## src/rtl/serv_params.sv

```systemverilog
// Shared decode constants, types and the instruction decode function for the
// SERV decode pipeline. Opcode majors are instruction bits 6:2.
package serv_params;

    localparam logic [4:0] OPC_LOAD   = 5'b00000;
    localparam logic [4:0] OPC_OP_IMM = 5'b00100;
    localparam logic [4:0] OPC_AUIPC  = 5'b00101;
    localparam logic [4:0] OPC_STORE  = 5'b01000;
    localparam logic [4:0] OPC_OP     = 5'b01100;
    localparam logic [4:0] OPC_LUI    = 5'b01101;
    localparam logic [4:0] OPC_BRANCH = 5'b11000;
    localparam logic [4:0] OPC_JALR   = 5'b11001;
    localparam logic [4:0] OPC_JAL    = 5'b11011;
    localparam logic [4:0] OPC_SYSTEM = 5'b11100;

    // Bit positions inside the one-hot op_class vector.
    localparam int CLS_ALU       = 0;
    localparam int CLS_SHIFT_SLT = 1;
    localparam int CLS_MEM       = 2;
    localparam int CLS_BRANCH    = 3;
    localparam int CLS_UTYPE     = 4;
    localparam int CLS_JUMP      = 5;
    localparam int CLS_CSR       = 6;
    localparam int CLS_SYSTEM    = 7;

    typedef enum logic {
        EMPTY = 1'b0,
        BUSY  = 1'b1
    } state_t;

    typedef struct packed {
        logic        illegal;
        logic [7:0]  op_class;
        logic [2:0]  funct3;
        logic [4:0]  rs2;
        logic [4:0]  rs1;
        logic [4:0]  rd;
        logic [31:0] imm;
    } decode_t;

    // Full decode of one raw word; used by both the bus and skid load paths.
    function automatic decode_t decode(input logic [31:0] w);
        decode_t    d;
        logic       s;
        logic       shift_slt;
        d.rd       = w[11:7];
        d.rs1      = w[19:15];
        d.rs2      = w[24:20];
        d.funct3   = w[14:12];
        d.illegal  = 1'b0;
        d.op_class = '0;
        d.imm      = '0;
        s          = w[31];
        // funct3 001/101 are shifts, 010/011 are set-less-than.
        shift_slt  = (w[14:12] == 3'b001) || (w[14:12] == 3'b101) ||
                     (w[14:12] == 3'b010) || (w[14:12] == 3'b011);
        if (w[1:0] != 2'b11) begin
            d.illegal = 1'b1;
        end else begin
            case (w[6:2])
                OPC_LOAD: begin
                    d.op_class[CLS_MEM] = 1'b1;
                    d.imm = {{20{s}}, w[31:20]};
                end
                OPC_STORE: begin
                    d.op_class[CLS_MEM] = 1'b1;
                    d.imm = {{20{s}}, w[31:25], w[11:7]};
                end
                OPC_OP_IMM: begin
                    d.op_class[shift_slt ? CLS_SHIFT_SLT : CLS_ALU] = 1'b1;
                    d.imm = {{20{s}}, w[31:20]};
                end
                OPC_OP: begin
                    d.op_class[shift_slt ? CLS_SHIFT_SLT : CLS_ALU] = 1'b1;
                end
                OPC_AUIPC, OPC_LUI: begin
                    d.op_class[CLS_UTYPE] = 1'b1;
                    d.imm = {w[31:12], 12'b0};
                end
                OPC_BRANCH: begin
                    d.op_class[CLS_BRANCH] = 1'b1;
                    d.imm = {{19{s}}, s, w[7], w[30:25], w[11:8], 1'b0};
                end
                OPC_JALR: begin
                    d.op_class[CLS_JUMP] = 1'b1;
                    d.imm = {{20{s}}, w[31:20]};
                end
                OPC_JAL: begin
                    d.op_class[CLS_JUMP] = 1'b1;
                    d.imm = {{11{s}}, s, w[19:12], w[20], w[30:21], 1'b0};
                end
                OPC_SYSTEM: begin
                    // funct3 == 0 is ecall/ebreak/mret-style, others are CSR ops.
                    d.op_class[(w[14:12] == 3'b000) ? CLS_SYSTEM : CLS_CSR] = 1'b1;
                end
                default: d.illegal = 1'b1;
            endcase
        end
        return d;
    endfunction

endpackage

```

## src/rtl/serv_imm_rot.sv

```systemverilog
// 32-bit immediate register that rotates right by W bits per enable, so the
// low W bits present the immediate LSB-first to the bit-serial datapath.
module serv_imm_rot #(
    parameter int W = 1
) (
    input  logic          clk,
    input  logic          i_rst_n,
    input  logic          i_load,
    input  logic [31:0]   i_imm,
    input  logic          i_en,
    output logic [W-1:0]  o_imm
);

    logic [31:0] imm_q;

    // Load wins over rotation; 32/W rotations return to the loaded value.
    always_ff @(posedge clk or negedge i_rst_n) begin
        // NOTE: sequential state uses <= so every flop samples pre-edge values.
        if (!i_rst_n) begin
            imm_q <= '0;
        end else if (i_load) begin
            imm_q <= i_imm;
        end else if (i_en) begin
            imm_q <= {imm_q[W-1:0], imm_q[31:W]};
        end
    end

    assign o_imm = imm_q[W-1:0];

endmodule

```

## src/rtl/serv_decode_pipe.sv

```systemverilog
// Instruction decode stage: accepts fetched words, holds one live decoded
// instruction plus an optional one-entry skid, and streams its immediate.
module serv_decode_pipe
    import serv_params::*;
#(
    parameter int W    = 1,
    parameter int SKID = 1
) (
    input  logic          clk,
    input  logic          i_rst_n,
    input  logic [31:0]   i_ibus_rdt,
    input  logic          i_ibus_valid,
    output logic          o_ibus_ready,
    input  logic          i_cnt_en,
    input  logic          i_cnt_done,
    output logic          o_insn_valid,
    output logic [W-1:0]  o_imm,
    output logic [4:0]    o_rf_rd_addr,
    output logic [4:0]    o_rf_rs1_addr,
    output logic [4:0]    o_rf_rs2_addr,
    output logic [2:0]    o_funct3,
    output logic [7:0]    o_op_class,
    output logic          o_illegal,
    output logic          o_skid_full
);

    localparam logic SKID_EN = (SKID != 0);

    state_t      state_q, state_d;
    logic        skid_full_q;
    logic [31:0] skid_word_q;
    logic        hs;
    logic        load;
    logic [31:0] load_word;
    logic        skid_store;
    logic        skid_take;
    decode_t     dec;

    assign o_ibus_ready = (state_q == EMPTY) | (SKID_EN & ~skid_full_q);
    assign hs           = i_ibus_valid & o_ibus_ready;
    assign o_insn_valid = (state_q == BUSY);
    assign o_skid_full  = SKID_EN & skid_full_q;

    // Next-state and load selection: skid entry is retired before new bus words.
    always_comb begin
        // NOTE: every output gets a default first so no path infers a latch.
        state_d    = state_q;
        load       = 1'b0;
        load_word  = i_ibus_rdt;
        skid_store = 1'b0;
        skid_take  = 1'b0;
        case (state_q)
            EMPTY: begin
                if (hs) begin
                    load    = 1'b1;
                    state_d = BUSY;
                end
            end
            BUSY: begin
                if (i_cnt_done) begin
                    if (skid_full_q) begin
                        load      = 1'b1;
                        load_word = skid_word_q;
                        skid_take = 1'b1;
                    end else if (hs) begin
                        load = 1'b1;
                    end else begin
                        state_d = EMPTY;
                    end
                end else if (hs) begin
                    skid_store = 1'b1;
                end
            end
            default: state_d = EMPTY;
        endcase
    end

    assign dec = decode(load_word);

    // State register.
    always_ff @(posedge clk or negedge i_rst_n) begin
        if (!i_rst_n) begin
            state_q <= EMPTY;
        end else begin
            state_q <= state_d;
        end
    end

    // Skid occupancy flag; reset discards any parked word.
    always_ff @(posedge clk or negedge i_rst_n) begin
        if (!i_rst_n) begin
            skid_full_q <= 1'b0;
        end else if (skid_store) begin
            skid_full_q <= 1'b1;
        end else if (skid_take) begin
            skid_full_q <= 1'b0;
        end
    end

    // Skid payload captured on a BUSY handshake.
    always_ff @(posedge clk) begin
        // NOTE: payload needs no reset; skid_full_q alone qualifies it.
        if (skid_store) begin
            skid_word_q <= i_ibus_rdt;
        end
    end

    // Decoded instruction fields, updated on every load.
    always_ff @(posedge clk or negedge i_rst_n) begin
        if (!i_rst_n) begin
            o_rf_rd_addr  <= '0;
            o_rf_rs1_addr <= '0;
            o_rf_rs2_addr <= '0;
            o_funct3      <= '0;
            o_op_class    <= '0;
            o_illegal     <= 1'b0;
        end else if (load) begin
            o_rf_rd_addr  <= dec.rd;
            o_rf_rs1_addr <= dec.rs1;
            o_rf_rs2_addr <= dec.rs2;
            o_funct3      <= dec.funct3;
            o_op_class    <= dec.op_class;
            o_illegal     <= dec.illegal;
        end
    end

    serv_imm_rot #(
        .W (W)
    ) u_imm_rot (
        .clk     (clk),
        .i_rst_n (i_rst_n),
        .i_load  (load),
        .i_imm   (dec.imm),
        .i_en    (i_cnt_en),
        .o_imm   (o_imm)
    );

endmodule

```

## config.mk

```make
export PLATFORM = sky130hd
export DESIGN_NAME = serv_decode_pipe
export DESIGN_NICKNAME = d
export VERILOG_FILES = /design/src/rtl/serv_params.sv /design/src/rtl/serv_imm_rot.sv /design/src/rtl/serv_decode_pipe.sv
export SDC_FILE = /design/constraint.sdc
export NUM_CORES = 1
export LEC_CHECK = 0
export CORE_MARGIN = 3
export CORE_UTILIZATION = 59
export DETAILED_ROUTE_END_ITERATION = 6
export GPL_TIMING_DRIVEN = 1
export PLACE_DENSITY = 0.82
export SYNTH_ARGS = -nofsm -noshare
export SYNTH_HDL_FRONTEND = slang
export SYNTH_SLANG_ARGS = --single-unit
```

## constraint.sdc

```tcl
create_clock -name clk -period 8.9 [get_ports clk]
set_input_delay 1.78 -clock clk [delete_from_list [all_inputs] [get_ports clk]]
set_output_delay 1.78 -clock clk [all_outputs]
set_load 0.03 [all_outputs]
```

==> metrics.txt <==
# TYPE chip_impl_metric gauge
chip_impl_metric{name="syn-cell-area",unit="um^2"} 4760
chip_impl_metric{name="finalClockSkew",unit="ps"} 8.47
chip_impl_metric{name="synth_seq_area_share",unit="%"} 52.2
chip_impl_metric{name="fin_area",unit="um^2"} 5570
chip_impl_metric{name="design.final.nets",unit=""} 539
chip_impl_metric{name="globalRoute.totalOverflow",unit=""} 0
chip_impl_metric{name="power_per_unit_of_standard_cell_area",unit="nW/um^2"} 188
chip_impl_metric{name="finalCriticalPeriod",unit="ps"} 4470
chip_impl_metric{name="placement.setup.worst_slack",unit="ps"} 4140
chip_impl_metric{name="synth.distinct_cells",unit=""} 61
chip_impl_metric{name="cts_buffer_depth",unit=""} 2
chip_impl_metric{name="grt_pass1_wl",unit="um"} 18500
chip_impl_metric{name="portBuffers",unit=""} 67
chip_impl_metric{name="slew_violations",unit=""} 0
chip_impl_metric{name="syn_nets",unit=""} 494
chip_impl_metric{name="placement.cell_area",unit="um^2"} 5390
chip_impl_info{name="rsz_0062_raised_after_global_routing",value="false"} 1
chip_impl_metric{name="grt_use_total",unit="%"} 26.2
chip_impl_metric{name="dpl.hpwl",unit="um"} 7520
chip_impl_metric{name="routed_via_density",unit=""} 6.48
chip_impl_metric{name="multi_input_area",unit="um^2"} 2060
chip_impl_metric{name="route.final.wire_length",unit="um"} 11500
chip_impl_metric{name="setup_viol",unit=""} 0
chip_impl_info{name="hold_path.class",value="reg2reg"} 1
chip_impl_metric{name="cp_data_required_time",unit="ps"} 9170
chip_impl_metric{name="grt_pass1_vias",unit=""} 3649
chip_impl_metric{name="cellLeakagePower",unit="nW"} 2.13
chip_impl_metric{name="finalHoldViolations",unit=""} 0
chip_impl_metric{name="postCtsSetupRepairBufs",unit=""} 0
chip_impl_metric{name="numCtsBuffers",unit=""} 9
chip_impl_metric{name="crit_arrival",unit="ps"} 4730
chip_impl_metric{name="vdd.ir_drop.worst",unit="uV"} 106
chip_impl_metric{name="fin_setup_tns",unit="ps"} 0
chip_impl_metric{name="route.detailed.drc",unit=""} 0
chip_impl_info{name="run_status",value="finished clean"} 1
chip_impl_metric{name="hold_ws",unit="ps"} 484
chip_impl_metric{name="floorplan.die_area",unit="um^2"} 9190
chip_impl_info{name="cts_tree",value="built"} 1
chip_impl_metric{name="fin_crit_sh",unit="%"} 50.2
chip_impl_metric{name="floorplan.core_area",unit="um^2"} 7770
chip_impl_metric{name="synth-seq-cells",unit=""} 93
chip_impl_metric{name="rows",unit=""} 32
chip_impl_metric{name="cts_num_sinks",unit=""} 93
chip_impl_info{name="clock_tree.root_cell",value="clkbuf_8"} 1
chip_impl_metric{name="drt-pass1-iter-count",unit=""} 5
chip_impl_metric{name="synthCells",unit=""} 457
chip_impl_metric{name="hold_buffers",unit=""} 0
chip_impl_metric{name="layout_area_overhead",unit="%"} 16.9
chip_impl_metric{name="dr_total_vias",unit=""} 3944
chip_impl_metric{name="gpl.final_weighted_congestion",unit=""} 0.888
chip_impl_metric{name="critical_path.max_fanout",unit=""} 27
chip_impl_metric{name="filler_cells_inserted",unit=""} 560
chip_impl_metric{name="final-seq-area",unit="um^2"} 2490
chip_impl_metric{name="tightestPinTransition",unit="ps"} 1210
chip_impl_metric{name="timing.max_slew.rel_slack",unit="%"} 17.2
chip_impl_metric{name="detail-route-antenna-nets",unit=""} 0
chip_impl_metric{name="setup_ws",unit="ps"} 4430
chip_impl_metric{name="placed_cells_incl_taps",unit=""} 593
chip_impl_metric{name="clock.fmax",unit="MHz"} 224
chip_impl_metric{name="initial_utilization",unit="%"} 61.3
chip_impl_info{name="criticalPathCategory",value="in2reg"} 1
chip_impl_info{name="setup.worst_path.end_class",value="register"} 1
chip_impl_metric{name="grt_start_max_net_pins",unit=""} 62
chip_impl_info{name="dominantRegCellSynth",value="dfrtp_1"} 1
chip_impl_metric{name="die-height",unit="um"} 95.9
chip_impl_metric{name="cts_repair_resize_count",unit=""} 0
chip_impl_metric{name="count_of_maximum_capacitance_violations",unit=""} 0
chip_impl_metric{name="insertedDiodeCount",unit=""} 0
chip_impl_metric{name="layoutNonFillerInstCount",unit=""} 609
chip_impl_info{name="crit_path_start_kind",value="input pin"} 1
chip_impl_metric{name="drive_above_1_share",unit="%"} 8.68
chip_impl_metric{name="synth-warning-count",unit=""} 0
chip_impl_metric{name="synthesis.area_per_instance",unit="um^2"} 10.4
chip_impl_metric{name="clk_transition_reported_paths",unit="ps"} 90
chip_impl_metric{name="number_of_antenna_violations_at_the_first_check_in_global_routing",unit=""} 0
chip_impl_metric{name="share_of_synthesized_registers_carrying_an_async_set_or_reset",unit="%"} 65.6
chip_impl_metric{name="clock_latency_late_sink",unit="ps"} 360
chip_impl_metric{name="ctsHtreeMaxLevel",unit=""} 3
chip_impl_metric{name="routed_wire_length_per_instance",unit="um"} 19.0
chip_impl_metric{name="io_pins",unit=""} 68
chip_impl_metric{name="die_x",unit="um"} 95.9
chip_impl_metric{name="drt-initial-drc-count",unit=""} 403
chip_impl_metric{name="synth_edf_count",unit=""} 32
-- placed cells by master (no fill, tap or decap), types with 8 or more instances in the layout --
cell,instances
a211oi_1,8
a21oi_1,24
a31oi_1,17
clkbuf_8,10
clkdlybuf4s50_1,66
dfrtp_1,61
edfxtp_1,32
mux2i_1,23
nand2_1,44
nor2_1,47
nor3_2,9
o2111ai_1,12
o21a_1,14
o21ai_0,35
o21ai_1,10
-- through the flow --
step | power, mW | utilization (%)
floorplan | 0.693 | -
global placement | 0.782 | 69.4
detailed placement | 0.791 | 69.4
CTS | 1.05 | 71.7
global route | 1.10 | 71.7
finish | 1.05 | 71.7
-- sequential cells by signal, indices dropped and copies added, names as in the netlist, 3 cells and up --
signal           flops
o_rf_rs2_addr        5
o_rf_rs1_addr        5
o_op_class           8
u_imm_rot.imm_q     32
o_funct3             3
skid_word_q         32
o_rf_rd_addr         5
-- cells in the mapped netlist (all sizes together) (3+ instances only) --
cell type	n	area [um^2]
dfrtp	61	1530
nor2	47	176
o21ai	45	225
nand2	44	165
edfxtp	32	961
mux2i	26	280
a21oi	24	120
buf	21	149
a31oi	18	128
clkbuf	16	60.1
o21a	14	105
nor3	13	105
o2111ai	12	105
a211oi	8	60.1
inv	6	22.5
o22ai	6	43.8
mux2	5	60.1
nand3	5	30.0
o22a	5	43.8
a22o	4	35.0
and4b	3	30.0
nand2b	3	18.8
nand4	3	18.8
nor2b	3	18.8
-- layout make-up --
class                           count  share of cell area, %
Sequential cell                    93                   44.7
Inverter                            6                  0.404
Multi-Input combinational cell    321                   37.0
Timing Repair Buffer               71                   12.5
Clock buffer                       12                   2.61
Clock inverter                      4                  0.562
Tap cell                          102                   2.29
-- metal layers --
layer  GRT usage [%]  part of all wire, %  vias up  wire, um
li1                -                    -     1799         -
met1            37.1                   44     1926      5050
met2            40.1                   47      185      5400
met3            4.53                  6.3       34       733
met4            10.8                  3.2        0       369
met5               0                    0        -         0
-- kinds of logic (layout without fill, tap and decap cells) --
kind of cell,Yosys count,count (layout),synth area share (%)
AO/OA/AOI/OAI,147,147,20.1
flip-flops,93,93,52.2
AND/OR/NAND/NOR,143,143,15.7
multiplexers,31,31,7.14
buffers and inverters,43,93,4.86
-- final timing paths --
| path | from | to | cells past startpoint | slack, ps |
|---|---|---|---|---|
| worst max-delay path | i_cnt_done | u_imm_rot.imm_q[2] | 6 | 4430 |
| worst min-delay path | o_rf_rd_addr[2] | o_rf_rd_addr[2] | 2 | 480 |
| worst min register to register | o_rf_rd_addr[2] | o_rf_rd_addr[2] | 2 | 480 |
| max in group asynchronous | i_rst_n | o_op_class[3] | 2 | 6780 |
| worst max register to register | o_insn_valid | u_imm_rot.imm_q[2] | 5 | 5940 |
| min in group asynchronous | i_rst_n | o_rf_rs1_addr[1] | 2 | 1570 |
-- power breakdown --
group | switching, mW | internal (mW)
clock network | 0.153 | 0.111
logic | 0.163 | 0.104
registers | 0.0266 | 0.490
-- critical path, stage by stage --
cell	delay, ps
clkdlybuf4s50_1	690
nand3_2	520
mux2i_1	480
and2_1	710
nand3_1	280
o22ai_1	260
(Power assumes the default switching activity.)
